### src/rtl/alu_exec_unit_if.sv
// Request/write-back bundle between the register file side and the ALU execute stage.
// The master issues ops and observes write-back; the slave is the execute unit.
interface alu_exec_if #(
  parameter int WIDTH = 8,
  parameter int SEL_W = 2
);
  logic             start;
  logic [2:0]       opcode;
  logic [SEL_W-1:0] dest_sel;
  logic [WIDTH-1:0] op_a;
  logic [WIDTH-1:0] op_b;
  logic             busy;
  logic             done;
  logic             wb_en;
  logic [SEL_W-1:0] wb_sel;
  logic [WIDTH-1:0] wb_data;
  logic             flag_z;
  logic             flag_c;

  modport master (
    output start, opcode, dest_sel, op_a, op_b,
    input  busy, done, wb_en, wb_sel, wb_data, flag_z, flag_c
  );

  modport slave (
    input  start, opcode, dest_sel, op_a, op_b,
    output busy, done, wb_en, wb_sel, wb_data, flag_z, flag_c
  );
endinterface

### src/rtl/alu_exec_unit.sv
// ALU execute stage: latches operands on start, runs a 2-cycle single-op path or an
// iterative shift-add multiply, then issues a one-cycle register-file write-back.
module alu_exec_unit #(
  parameter int WIDTH = 8,
  parameter int SEL_W = 2
) (
  input  logic       clk,
  input  logic       reset,
  alu_exec_if.slave  bus
);

  localparam int CNT_W = $clog2(WIDTH);

  typedef enum logic [1:0] {S_IDLE, S_EXEC, S_MUL, S_WB} state_t;

  typedef enum logic [2:0] {
    OP_ADD  = 3'd0, OP_SUB  = 3'd1, OP_AND  = 3'd2, OP_OR  = 3'd3,
    OP_XOR  = 3'd4, OP_SHL1 = 3'd5, OP_SHR1 = 3'd6, OP_MUL = 3'd7
  } op_t;

  state_t             state, state_nx;
  op_t                op_q;
  logic [WIDTH-1:0]   a_q, b_q;
  logic [SEL_W-1:0]   sel_q;
  logic [CNT_W-1:0]   cnt_q;
  logic [2*WIDTH-1:0] acc_q;

  logic [WIDTH-1:0]   alu_res;
  logic               alu_c;
  logic [2*WIDTH-1:0] mul_sum;
  logic               mul_last;

  // NOTE: state registers use non-blocking assignments so every flop samples pre-edge values.
  always_ff @(posedge clk) begin
    if (reset) state <= S_IDLE;
    else       state <= state_nx;
  end

  assign mul_last = (cnt_q == CNT_W'(WIDTH - 1));

  // NOTE: every combinational output gets a default first so no path leaves it unassigned (no latch).
  always_comb begin
    state_nx = state;
    case (state)
      S_IDLE: if (bus.start) state_nx = (op_t'(bus.opcode) == OP_MUL) ? S_MUL : S_EXEC;
      S_EXEC: state_nx = S_WB;
      S_MUL:  if (mul_last) state_nx = S_WB;
      S_WB:   state_nx = S_IDLE;
      default: state_nx = S_IDLE;
    endcase
  end

  always_comb begin
    alu_res = '0;
    alu_c   = 1'b0;
    case (op_q)
      OP_ADD:  {alu_c, alu_res} = {1'b0, a_q} + {1'b0, b_q};
      OP_SUB:  {alu_c, alu_res} = {1'b0, a_q} - {1'b0, b_q};
      OP_AND:  alu_res = a_q & b_q;
      OP_OR:   alu_res = a_q | b_q;
      OP_XOR:  alu_res = a_q ^ b_q;
      OP_SHL1: begin alu_res = a_q << 1; alu_c = a_q[WIDTH-1]; end
      OP_SHR1: begin alu_res = a_q >> 1; alu_c = a_q[0];       end
      default: begin alu_res = '0;       alu_c = 1'b0;         end
    endcase
  end

  // Partial product for the current multiplier bit; used both to advance and to finish.
  assign mul_sum = acc_q + (b_q[cnt_q] ? ({{WIDTH{1'b0}}, a_q} << cnt_q) : '0);

  // NOTE: the multiply counter/accumulator are reset too, so an abandoned op leaves no residue.
  always_ff @(posedge clk) begin
    if (reset) begin
      op_q        <= OP_ADD;
      a_q         <= '0;
      b_q         <= '0;
      sel_q       <= '0;
      cnt_q       <= '0;
      acc_q       <= '0;
      bus.wb_sel  <= '0;
      bus.wb_data <= '0;
      bus.flag_z  <= 1'b0;
      bus.flag_c  <= 1'b0;
    end else begin
      case (state)
        S_IDLE: begin
          cnt_q <= '0;
          acc_q <= '0;
          if (bus.start) begin
            op_q  <= op_t'(bus.opcode);
            a_q   <= bus.op_a;
            b_q   <= bus.op_b;
            sel_q <= bus.dest_sel;
          end
        end
        S_EXEC: begin
          bus.wb_sel  <= sel_q;
          bus.wb_data <= alu_res;
          bus.flag_c  <= alu_c;
          bus.flag_z  <= (alu_res == '0);
        end
        S_MUL: begin
          acc_q <= mul_sum;
          cnt_q <= cnt_q + 1'b1;
          if (mul_last) begin
            bus.wb_sel  <= sel_q;
            bus.wb_data <= mul_sum[WIDTH-1:0];
            bus.flag_c  <= |mul_sum[2*WIDTH-1:WIDTH];
            bus.flag_z  <= (mul_sum[WIDTH-1:0] == '0);
          end
        end
        default: ;
      endcase
    end
  end

  assign bus.busy  = (state != S_IDLE);
  assign bus.wb_en = (state == S_WB);
  assign bus.done  = (state == S_WB);

endmodule

### src/flat_wrapper.sv
// flat-port wrapper written by rule: the top's interface ports become plain ports
module alu_exec_unit_flat 
#(
  parameter int WIDTH = 8,
  parameter int SEL_W = 2
)
  (clk, reset, bus_start, bus_opcode, bus_dest_sel, bus_op_a, bus_op_b, bus_busy, bus_done, bus_wb_en, bus_wb_sel, bus_wb_data, bus_flag_z, bus_flag_c);
  alu_exec_if #(.WIDTH(WIDTH), .SEL_W(SEL_W)) bus_i ();
  input  logic clk;
  input  logic reset;
  input wire logic [$bits(bus_i.start)-1:0] bus_start;
  input wire logic [$bits(bus_i.opcode)-1:0] bus_opcode;
  input wire logic [$bits(bus_i.dest_sel)-1:0] bus_dest_sel;
  input wire logic [$bits(bus_i.op_a)-1:0] bus_op_a;
  input wire logic [$bits(bus_i.op_b)-1:0] bus_op_b;
  output wire logic [$bits(bus_i.busy)-1:0] bus_busy;
  output wire logic [$bits(bus_i.done)-1:0] bus_done;
  output wire logic [$bits(bus_i.wb_en)-1:0] bus_wb_en;
  output wire logic [$bits(bus_i.wb_sel)-1:0] bus_wb_sel;
  output wire logic [$bits(bus_i.wb_data)-1:0] bus_wb_data;
  output wire logic [$bits(bus_i.flag_z)-1:0] bus_flag_z;
  output wire logic [$bits(bus_i.flag_c)-1:0] bus_flag_c;
  assign bus_i.start = bus_start;
  assign bus_i.opcode = bus_opcode;
  assign bus_i.dest_sel = bus_dest_sel;
  assign bus_i.op_a = bus_op_a;
  assign bus_i.op_b = bus_op_b;
  assign bus_busy = bus_i.busy;
  assign bus_done = bus_i.done;
  assign bus_wb_en = bus_i.wb_en;
  assign bus_wb_sel = bus_i.wb_sel;
  assign bus_wb_data = bus_i.wb_data;
  assign bus_flag_z = bus_i.flag_z;
  assign bus_flag_c = bus_i.flag_c;
  alu_exec_unit #(.WIDTH(WIDTH), .SEL_W(SEL_W)) u_core (.clk(clk), .reset(reset), .bus(bus_i));
endmodule
### config.mk
export PLATFORM = sky130hd
export DESIGN_NAME = alu_exec_unit_flat
export DESIGN_NICKNAME = d
export VERILOG_FILES = /design/src/rtl/alu_exec_unit_if.sv /design/src/rtl/alu_exec_unit.sv /design/src/flat_wrapper.sv
export SDC_FILE = /design/constraint.sdc
export NUM_CORES = 1
export LEC_CHECK = 0
export ABC_AREA = 1
export BUFFER_PORTS_ARGS = -buffer_cell sky130_fd_sc_hd__buf_2
export CAP_MARGIN = 0
export CORE_MARGIN = 10
export CORE_UTILIZATION = 46
export CTS_BUF_LIST = sky130_fd_sc_hd__clkbuf_16
export DETAILED_ROUTE_END_ITERATION = 16
export SLEW_MARGIN = 30
export SYNTH_ARGS = -nofsm -noshare
export SYNTH_HDL_FRONTEND = slang
export SYNTH_SLANG_ARGS = --single-unit
### constraint.sdc
create_clock -name clk -period 3.5 [get_ports clk]
set_input_delay 0.7 -clock clk [delete_from_list [all_inputs] [get_ports clk]]
set_output_delay 0.7 -clock clk [all_outputs]
set_load 0.05 [all_outputs]
==> flow_summary.json <==
{
  "synth_area_per_cell_um2": 6.07,
  "grt-ovfl-total": 0,
  "finalNetCount": 875,
  "power_per_cell_area_nw_per_um2": 708,
  "hpwl_mm": 11.5,
  "setup_viol": 0,
  "drt-vias-per-instance": 5.37,
  "antennaDiodeCount": 0,
  "cp.arrival_ns": 3.17,
  "die_w_um": 121,
  "postCtsSetupBuffers": 0,
  "ioPinCount": 39,
  "start_util_pct": 47.8,
  "nFillCells": 1049,
  "fin_hold_ws_ns": 0.478,
  "grt_setup_unrepaired": "false",
  "yosysSeqAreaShare_pct": 22.8,
  "clock_skew_ns": 0.0122,
  "netlist_instances": 780,
  "area_delta_synth_final_pct": 9.70,
  "hold_violations": 0,
  "tightest_slew_ns": 0.884,
  "r2r_setup_slack_ns": 0.50,
  "track_usage_pct": 19.5,
  "tns_ns": 0,
  "multi_input_area_um2": 3140,
  "initialDrtViolationCount": 480,
  "die-area_um2": 14700,
  "slew_viol_final": 0,
  "synth_top_area_share_pct": 22.8,
  "clockRootBuffer": "clkbuf_16",
  "ys_seq_elements": 54,
  "relSlewSlack_pct": 41.0,
  "wl_mm": 14.4,
  "synth_nets": 853,
  "yosysTopAreaCell": "dfxtp_1",
  "max-vdd-ir-drop_uv": 605,
  "worstSetupPathType": "flop to flop",
  "antenna_found_initial": 0,
  "clock_latency_ns": 0.30,
  "syn-cell-area_um2": 4730,
  "port-buffer-count": 38,
  "regArea_um2": 1080,
  "drc_errors": 0,
  "finalCritPeriodShare_pct": 85.8,
  "die_h_um": 121,
  "outcome": "completed",
  "ctsResizeCount": 0,
  "cts.sinks": 54,
  "clk_pin_slew_ns": 0.08,
  "max_freq_ghz": 0.333,
  "cts_buffers": 5,
  "grt_max_degree": 42,
  "clk_path_buf_depth": 2,
  "critPathRequiredTime_ns": 3.67,
  "first_pass_iters": 6,
  "leakage_nw": 2.61,
  "min_period_ns": 3.00,
  "netlist-cell-type-count": 35,
  "core.rowCount": 36,
  "finalPower_mw": 3.67,
  "cts_tree": "yes",
  "vias": 5026,
  "cts_hold_buf": 0,
  "cp-end-kind": "flop",
  "hold_class": "flop to flop",
  "drtAntennaViolNets": 0,
  "maxCapViolations": 0,
  "core_um2": 9910,
  "critPathLaunchType": "flop",
  "h-tree-depth": 2,
  "cp_max_fo": 18,
  "grt_pass1_vias": 4596,
  "gp_congestion": 0.943,
  "wire_per_inst_um": 15.3,
  "synth_area_leaders": "dfxtp_1 23%, nand2_1 17%, ha_1 12%",
  "yosysWarnings": 0,
  "grt_pass1_wl_mm": 23.3,
  "drive_gt1_share_pct": 8.59
}
Yosys cell counts, drive strengths merged:
master / number
inv: 102
o22ai: 3
nor2: 78
fa: 3
or2: 8
a211oi: 1
ha: 46
o211ai: 2
buf: 11
o21ai: 74
xnor2: 5
clkbuf: 18
o2bb2ai: 1
o21bai: 1
and2: 3
a31oi: 8
xor2: 2
nor3b: 1
nand3: 54
nor3: 8
nand4: 20
a22oi: 1
mux2i: 1
nand3b: 3
a21oi: 60
or3: 1
dfxtp: 54
nand2: 211
area by class of cell:
type                    instances  area share (%)
inverters                     102            7.37
repair buffers                 44            4.53
clock inverters                 3            1.23
flip-flops and latches         54            20.8
well taps                     133            3.20
clock buffers                   5            2.41
multi-input cells             595            60.4
critical path, cell delays in order, from the launching register on:
cell	delay, ns
dfxtp_1	0.38
buf_4	0.22
nand2_1	0.07
o21ai_0	0.12
nor2_1	0.06
a31oi_1	0.22
nor2_1	0.06
o21ai_0	0.15
inv_1	0.07
ha_1	0.34
nand2_1	0.12
nor2_1	0.26
nand3_1	0.19
nand3_1	0.12
nand2_1	0.07
nand2_1	0.06
nand2_1	0.06
nor2_1	0.13
nand2_1	0.07
nand2_1	0.05
a21oi_1	0.06
power breakdown:
part	internal (mW)	leakage [nW]	switching [mW]	total (mW)
Sequential	0.751	0.443	0.148	0.899
Combinational	0.626	2.08	1.50	2.13
Clock	0.408	0.0915	0.240	0.648
Total	1.78	2.61	1.89	3.67
metal layers:
| metal | GRT usage, % | share of wire, % |
|---|---|---|
| met4 | 4.84 | 1.5 |
| met3 | 5.12 | 9.4 |
| met2 | 28.1 | 40 |
| met5 | 0 | 0 |
| met1 | 28.0 | 49 |
placed cells by master (no fill, tap or decap), types with 5 or more instances in the layout:
cell,instances
dfxtp_1,54
clkbuf_16,5
or2_2,8
o21ai_0,74
nor3_1,7
nor2_1,76
nand4_1,20
nand2_1,209
xnor2_1,5
buf_2,38
a21oi_1,60
ha_1,46
nand3_1,53
inv_1,98
buf_4,6
a31oi_1,8
path summary, 6_finish.rpt:
path | cells after the start | from | endpoint
worst max-delay path | 20 | u_core.cnt_q[0]$_SDFFE_PP0P_ | u_core.bus.flag_c$_SDFFE_PP0P_
worst min-delay path | 2 | u_core.acc_q[11]$_SDFFE_PP0P_ | u_core.acc_q[11]$_SDFFE_PP0P_
worst max register to register | 20 | u_core.cnt_q[0]$_SDFFE_PP0P_ | u_core.bus.flag_c$_SDFFE_PP0P_
worst min register to register | 2 | u_core.acc_q[11]$_SDFFE_PP0P_ | u_core.acc_q[11]$_SDFFE_PP0P_
state kept, by name, summed over array words and instances, names as in the netlist:
register / count
u_core.a_q: 8
u_core.bus.wb_data: 8
u_core.sel_q: 2
u_core.bus.wb_sel: 2
u_core.cnt_q: 3
u_core.bus.flag_c: 1
u_core.bus.flag_z: 1
u_core.state: 2
u_core.b_q: 8
u_core.op_q: 3
u_core.acc_q: 16
through the flow:
stage                     area, um^2  setup WS (ns)  std cells  utilization (%)
final                           5190          0.498        936             52.4
after global routing            5190          0.129        936             52.4
after CTS                       5190          0.547        936             52.4
after detailed placement        5000          0.541        928             50.5
after global placement          5000          0.502        928             50.5
after floorplan                 4730          0.942        780                -
kinds of logic (layout without fill, tap and decap cells):
family | Yosys count | after routing | synth area share (%)
buf+inv | 131 | 154 | 10.9
compound gates | 151 | 151 | 16.6
simple gates | 387 | 387 | 34.7
xor+xnor | 7 | 7 | 1.30
fa+ha+maj | 49 | 49 | 13.4
mux | 1 | 1 | 0.211
flops | 54 | 54 | 22.8
Power figures use the tool's default switching activity.
